===== config.mk =====
export PLATFORM = sky130hd
export DESIGN_NAME = wr_pkt_admit
export DESIGN_NICKNAME = d
export VERILOG_FILES = /design/src/rtl/fifo_pkg.sv /design/src/rtl/fifo_level_calc.sv /design/src/rtl/wr_pkt_admit.sv
export SDC_FILE = /design/constraint.sdc
export NUM_CORES = 1
export LEC_CHECK = 0
export CORE_ASPECT_RATIO = 0.9
export CORE_MARGIN = 10
export CORE_UTILIZATION = 44
export DETAILED_ROUTE_END_ITERATION = 7
export PLACE_DENSITY = 0.8
export SLEW_MARGIN = 15
export SYNTH_ARGS = -nofsm -noshare
export SYNTH_HDL_FRONTEND = slang
export SYNTH_SLANG_ARGS = --single-unit
export TNS_END_PERCENT = 100

===== constraint.sdc =====
create_clock -name wr_clk -period 1.94 [get_ports wr_clk]
set_input_delay 0.388 -clock wr_clk [delete_from_list [all_inputs] [get_ports wr_clk]]
set_output_delay 0.388 -clock wr_clk [all_outputs]
set_load 0.01 [all_outputs]

===== src/rtl/fifo_pkg.sv =====
// ============================================================================
// Module  : fifo_pkg
// Purpose : Shared types and helpers for the async FIFO write/read front ends.
// Revision: 1.0  initial release
// ============================================================================
`default_nettype none

package fifo_pkg;

    // Widest pointer the helpers handle; callers cast down to their width.
    localparam int PTR_MAX_W = 32;

    typedef enum logic [1:0] {
        IDLE   = 2'd0,
        CHECK  = 2'd1,
        STREAM = 2'd2,
        DROP   = 2'd3
    } adm_state_e;

    function automatic int unsigned depth_of(input int unsigned addr_size);
        return 32'd1 << addr_size;
    endfunction

    // Zero-extended Gray codes convert correctly: the leading zeros add nothing
    // to the prefix XOR.
    function automatic logic [PTR_MAX_W-1:0] gray2bin(input logic [PTR_MAX_W-1:0] g);
        logic [PTR_MAX_W-1:0] b;
        b[PTR_MAX_W-1] = g[PTR_MAX_W-1];
        for (int i = PTR_MAX_W - 2; i >= 0; i--) begin
            b[i] = b[i+1] ^ g[i];
        end
        return b;
    endfunction

endpackage : fifo_pkg

`default_nettype wire


===== src/rtl/fifo_level_calc.sv =====
// ============================================================================
// Module  : fifo_level_calc
// Purpose : Gray-pointer occupancy, free space, registered level/almost-full.
// Revision: 1.0  initial release
// ============================================================================
`default_nettype none

module fifo_level_calc
    import fifo_pkg::*;
#(
    parameter int ADDR_SIZE = 4,
    parameter int AF_MARGIN = 2
) (
    input  logic               clk_i,
    input  logic               rst_ni,
    input  logic [ADDR_SIZE:0] lead_gray_i,
    input  logic [ADDR_SIZE:0] lag_gray_i,
    output logic [ADDR_SIZE:0] free_o,
    output logic [ADDR_SIZE:0] level_o,
    output logic               almost_full_o
);

    localparam int PW    = ADDR_SIZE + 1;
    localparam int DEPTH = depth_of(ADDR_SIZE);

    localparam logic [PW-1:0] DEPTH_P   = PW'(DEPTH);
    localparam logic [PW-1:0] AF_THRESH = PW'(DEPTH - AF_MARGIN);

    logic [PW-1:0] w_lead_bin;
    logic [PW-1:0] w_lag_bin;
    logic [PW-1:0] w_lvl;
    logic [PW-1:0] level_q;
    logic          almost_full_q;

    assign w_lead_bin = PW'(gray2bin(PTR_MAX_W'(lead_gray_i)));
    assign w_lag_bin  = PW'(gray2bin(PTR_MAX_W'(lag_gray_i)));

    // The extra wrap bit makes the modulo subtraction distinguish full from empty.
    assign w_lvl  = w_lead_bin - w_lag_bin;
    assign free_o = DEPTH_P - w_lvl;

    always_ff @(posedge clk_i or negedge rst_ni) begin
        if (!rst_ni) begin
            level_q       <= '0;
            almost_full_q <= 1'b0;
        end else begin
            level_q       <= w_lvl;
            almost_full_q <= (w_lvl >= AF_THRESH);
        end
    end

    assign level_o       = level_q;
    assign almost_full_o = almost_full_q;

endmodule : fifo_level_calc

`default_nettype wire


===== src/rtl/wr_pkt_admit.sv =====
// ============================================================================
// Module  : wr_pkt_admit
// Purpose : Atomic packet admission into the async FIFO write port.
// Revision: 1.0  initial release
// ============================================================================
`default_nettype none

module wr_pkt_admit
    import fifo_pkg::*;
#(
    parameter int DATA_W    = 8,
    parameter int ADDR_SIZE = 4,
    parameter int LEN_W     = 5,
    parameter int AF_MARGIN = 2
) (
    input  logic               wr_clk,
    input  logic               wr_rst,
    input  logic               s_valid,
    output logic               s_ready,
    input  logic [DATA_W-1:0]  s_data,
    input  logic [LEN_W-1:0]   s_len,
    input  logic               s_last,
    input  logic               wr_full,
    input  logic [ADDR_SIZE:0] wr_ptr,
    input  logic [ADDR_SIZE:0] wr_q2_rptr,
    output logic               wr_inc,
    output logic [DATA_W-1:0]  wr_data,
    output logic [ADDR_SIZE:0] wr_level,
    output logic               wr_almost_full,
    output logic               len_err,
    output logic [15:0]        drop_cnt
);

    localparam int PW    = ADDR_SIZE + 1;
    localparam int DEPTH = depth_of(ADDR_SIZE);
    localparam int CMP_W = (LEN_W > PW) ? LEN_W : PW;

    localparam logic [CMP_W-1:0] DEPTH_C = CMP_W'(DEPTH);
    localparam logic [LEN_W-1:0] LEN_ONE = LEN_W'(1);

    adm_state_e       state_q, state_d;
    logic [LEN_W-1:0] len_q, len_d;
    logic [LEN_W-1:0] cnt_q, cnt_d;
    logic             err_seen_q, err_seen_d;
    logic             len_err_q, len_err_d;
    logic [15:0]      drop_cnt_q, drop_cnt_d;

    logic [PW-1:0]    w_free;
    logic [CMP_W-1:0] w_free_c;
    logic [CMP_W-1:0] w_len_c;
    logic             w_accept;
    logic             w_final;

    fifo_level_calc #(
        .ADDR_SIZE (ADDR_SIZE),
        .AF_MARGIN (AF_MARGIN)
    ) u_level (
        .clk_i         (wr_clk),
        .rst_ni        (wr_rst),
        .lead_gray_i   (wr_ptr),
        .lag_gray_i    (wr_q2_rptr),
        .free_o        (w_free),
        .level_o       (wr_level),
        .almost_full_o (wr_almost_full)
    );

    assign w_free_c = CMP_W'(w_free);
    assign w_len_c  = CMP_W'(len_q);
    assign w_final  = (cnt_q == (len_q - LEN_ONE));
    assign w_accept = (state_q == STREAM) && s_valid && !wr_full;

    always_ff @(posedge wr_clk or negedge wr_rst) begin
        if (!wr_rst) begin
            state_q    <= IDLE;
            len_q      <= '0;
            cnt_q      <= '0;
            err_seen_q <= 1'b0;
            len_err_q  <= 1'b0;
            drop_cnt_q <= '0;
        end else begin
            state_q    <= state_d;
            len_q      <= len_d;
            cnt_q      <= cnt_d;
            err_seen_q <= err_seen_d;
            len_err_q  <= len_err_d;
            drop_cnt_q <= drop_cnt_d;
        end
    end

    always_comb begin
        state_d    = state_q;
        len_d      = len_q;
        cnt_d      = cnt_q;
        err_seen_d = err_seen_q;
        len_err_d  = 1'b0;
        drop_cnt_d = drop_cnt_q;
        s_ready    = 1'b0;
        wr_inc     = 1'b0;

        case (state_q)
            IDLE: begin
                err_seen_d = 1'b0;
                cnt_d      = '0;
                if (s_valid) begin
                    len_d   = s_len;
                    state_d = CHECK;
                end
            end

            CHECK: begin
                if ((len_q == '0) || (w_len_c > DEPTH_C)) begin
                    state_d = DROP;
                    if (drop_cnt_q != 16'hFFFF) begin
                        drop_cnt_d = drop_cnt_q + 16'd1;
                    end
                end else if (w_free_c >= w_len_c) begin
                    state_d = STREAM;
                    cnt_d   = '0;
                end
            end

            STREAM: begin
                // A full flag here means the pointer block disagrees with our
                // admission; stalling is the only lossless response.
                s_ready = !wr_full;
                wr_inc  = w_accept;
                if (w_accept) begin
                    if (w_final) begin
                        state_d   = IDLE;
                        len_err_d = err_seen_q | !s_last;
                    end else begin
                        cnt_d = cnt_q + LEN_ONE;
                        if (s_last) begin
                            err_seen_d = 1'b1;
                        end
                    end
                end
            end

            DROP: begin
                s_ready = 1'b1;
                if (s_valid && s_last) begin
                    state_d = IDLE;
                end
            end

            default: begin
                state_d = IDLE;
            end
        endcase
    end

    assign wr_data  = s_data;
    assign len_err  = len_err_q;
    assign drop_cnt = drop_cnt_q;

endmodule : wr_pkt_admit

`default_nettype wire

==> summary.txt <==
STA
  – RSZ-0062 raised after global routing: yes
  – Hold Fails Final Rpt: 0
  – Max_slew headroom: 0.692
  – Final setup margin: -1.36 ns
  – Clk_skew: 0.00535 ns
  – Slew Limit Fails: 0
  – Final Cycle Share: 1.70
  – Setup TNS: -10.67 ns
  – Worst Max-Slew Pin Slew: 0.462 ns
  – Fmax: 303 MHz
  – Final min period: 3.30 ns
  – # setup viols final: 12

CTS
  – Worst-path clk slew: 0.08 ns
  – TritonCTS Buffers: 5
  – Cts hold-fix bufs: 0
  – CTS tree: done
  – Clock Tree Root: clkbuf_8
  – Maximum clock path buffer count: 2
  – H-tree levels: 2
  – Clock latency on the worst-skew pair: 0.29 ns
  – Clk sinks: 36

Die
  – Io pins: 61
  – Initial core utilization: 0.447
  – # rows: 25
  – Core area: 0.00519 mm2
  – Die span in x: 96.6 um
  – Die Height: 88.9 um
  – Die ar.: 0.00858 mm2

Global routing
  – First-pass GRT wire length: 9700 um
  – Gr ovfl total: 0
  – Overall Global Routing Usage: 0.141
  – Global-route met1 utilization: 0.165
  – Vias in the first global route: 2,073
  – Grt met2 use: 0.238
  – Largest net degree at the start of global routing: 37
  – GR peak layer: met2
  – Initial antenna violation count: 0
  – Met3 usage: 0.0411

Synth
  – Mean Syn Cell Area: 10.1 um2
  – Syn nets: 273
  – Seq/Total Area, Yosys: 0.388
  – Yosys reg bits: 36
  – Synth area leaders: dfrtp_1, ha_1, xnor2_1
  – Post-synthesis instance area: 0.00232 mm2
  – Synth Instances: 229
  – Post-synth top area share: 0.388
  – Unique masters post-synth: 48
  – Ys Warns: 0
  – Synth area leader: dfrtp_1

Setup path
  – Register-to-Register Path Depth: 7
  – R2r setup slk: 0.04 ns
  – Crit path max fanout: 4
  – Worst path max stage delay: 0.47 ns
  – Worst EP required: 2.12 ns
  – Setup crit end: cnt_q[4]
  – Slowest CP cell: fa_2
  – CP bufs+invs: 2
  – Delay-heaviest family, CP: adder cells
  – Worst EP arrival: 3.49 ns
  – Most numerous cell on the critical path: xor2_1
  – Kind of critical path: in -> reg
  – Critical path launch point: wr_ptr[3]
  – WP depth: 15
  – CP Launch Type: primary input
  – R2R Path End: cnt_q[1]
  – Critical-path cell list: buf_8 -> xor2_4 -> xnor2_2 -> xor2_2 -> xor2_1 -> ha_2 -> fa_2 -> ha_4 -> buf_4 -> xor2_1 -> ha_1 -> o211ai_1 -> o21a_1 -> or2_4 -> a211o_1
  – FF-to-FF Start: len_q[0]
  – Critical path endpoint category: register

Finish
  – Layout cells sized above 1: 0.307
  – Area Overhead vs Synth: 46.3%
  – Finished Layout Cells: 383
  – Antenna cells: 0
  – Layout Nets: 359
  – Final Util: 0.654

Placement
  – HPWL Detailed: 4210 um
  – Dpl cells: 367
  – Input/output buffers: 44
  – RePlAce Congestion: 0.816

Routing
  – Drt first pass iters: 4
  – DRC Markers: 0
  – Overall routed net length: 5600 um
  – WL per Instance: 14.6 um
  – Detail Route Antenna Nets: 0
  – Vias: 1,964
  – Initial drt markers: 104
  – Vias/cell: 5.13

Power
  – Worst VDD drop: 553 uV
  – Leak: 1.61 nW
  – PwrDens: 1250 mW/mm2

Flow run
  – MaxCap Viol Count: 0

Outcome
  – Status: finished, violations left
  – Failing checks: negative setup slack

Hold path
  – Hold crit path type: in -> async
cell usage after synthesis, drive strengths merged:
cell     count
dfrtp       36
xnor2       19
inv         17
nand2       17
xor2        17
ha          15
nor2        10
buf          9
o21ai        8
nand3        7
a21oi        6
and4         6
nand2b       5
nand4        5
nor3         5
a211o        4
a211oi       4
and3         4
o211ai       4
a31oi        3
o21a         3
a21o         2
a221o        2
and2         2
clkbuf       2
o211a        2
a2111oi      1
a21bo        1
a21boi       1
a311o        1
fa           1
mux2         1
nand3b       1
nand4bb      1
nor2b        1
nor3b        1
nor4         1
nor4b        1
o21bai       1
or2          1
or3          1
through the flow:
step	hold slack (ns)	worst slack [ns]	total power, W	area [um2]
after floorplan	0.0924	-1.59	0.00241	2410
after global placement	0.453	-2.22	0.00322	3130
after detailed placement	0.456	-2.29	0.00332	3130
after CTS	0.145	-1.38	0.00425	3410
after global routing	0.172	-1.58	0.00458	3400
final	0.123	-1.36	0.00425	3400
what timing repair did:
action	in CTS	in global routing
setup endpoints to repair	19	27
cloned	0	0
resized for setup	50	5
buffers inserted	9	3
pin swaps	22	4
report_power, final:
part           switching (W)  internal (W)  total (W)
clock network       0.000282      0.000380   0.000662
logic                0.00113       0.00132    0.00244
registers           0.000201      0.000943    0.00114
registers in the layout (all words and copies together), names as in the netlist:
name,count
drop_cnt,16
cnt_q,5
len_q,5
u_level.level_o,5
state_q,2
err_seen_q,1
len_err,1
u_level.almost_full_o,1
cell usage in the layout, fill, tap and decap left out, types with 3 or more instances in the layout:
cell type and instances:
buf_4 41, a21oi_1 4, nand2_1 16, xor2_1 13
ha_1 11, a211oi_1 3, clkdlybuf4s50_1 34, o21a_1 3
nand2b_1 5, nor2_2 3, nand3_1 7, a211o_1 4
inv_1 13, o211ai_1 3, nand4_1 5, dlygate4sd2_1 4
nor3_1 3, nor2_1 7, a31oi_1 3, o21ai_0 8
dfrtp_1 36, and3_1 3, buf_6 7, xnor2_1 15
and4_1 6, clkbuf_8 5, xnor2_2 3, inv_2 3
area by class of cell:
| type | count | area [um2] |
|---|---|---|
| Multi-Input combinational cell | 165 | 1430 |
| Clock buffer | 5 | 68.8 |
| Timing Repair Buffer | 90 | 807 |
| Tap cell | 67 | 83.8 |
| Inverter | 17 | 66.3 |
| Clock inverter | 3 | 42.5 |
| Sequential cell | 36 | 901 |
| Fill cell | 422 | 1800 |
cells by family (layout without fill, tap and decap cells):
logic type,count (synthesis),in the layout,share of synthesized area
simple gates,69,69,0.176
xor+xnor,36,36,0.139
buf+inv,28,115,0.0615
compound gates,43,43,0.140
flops,36,36,0.388
fa+ha+maj,16,16,0.0895
mux,1,1,0.00647
how the worst min path moves through the flow:
stage	startpoint	endpoint	slack, ns	depth (start not counted)
after floorplan	wr_rst	cnt_q[0]	0.09	0
after global placement	wr_rst	drop_cnt[13]	0.45	2
after detailed placement	wr_rst	drop_cnt[13]	0.46	2
after CTS	wr_rst	drop_cnt[0]	0.15	2
after global routing	wr_rst	drop_cnt[15]	0.17	2
final	wr_rst	drop_cnt[13]	0.12	2
per-layer routing:
layer	part of all wire	vias to the layer above
met5	0	-
met4	0.014	0
met3	0.070	7
met2	0.50	55
met1	0.42	935
li1	-	967
No activity file was read; power rests on OpenSTA's default activity.
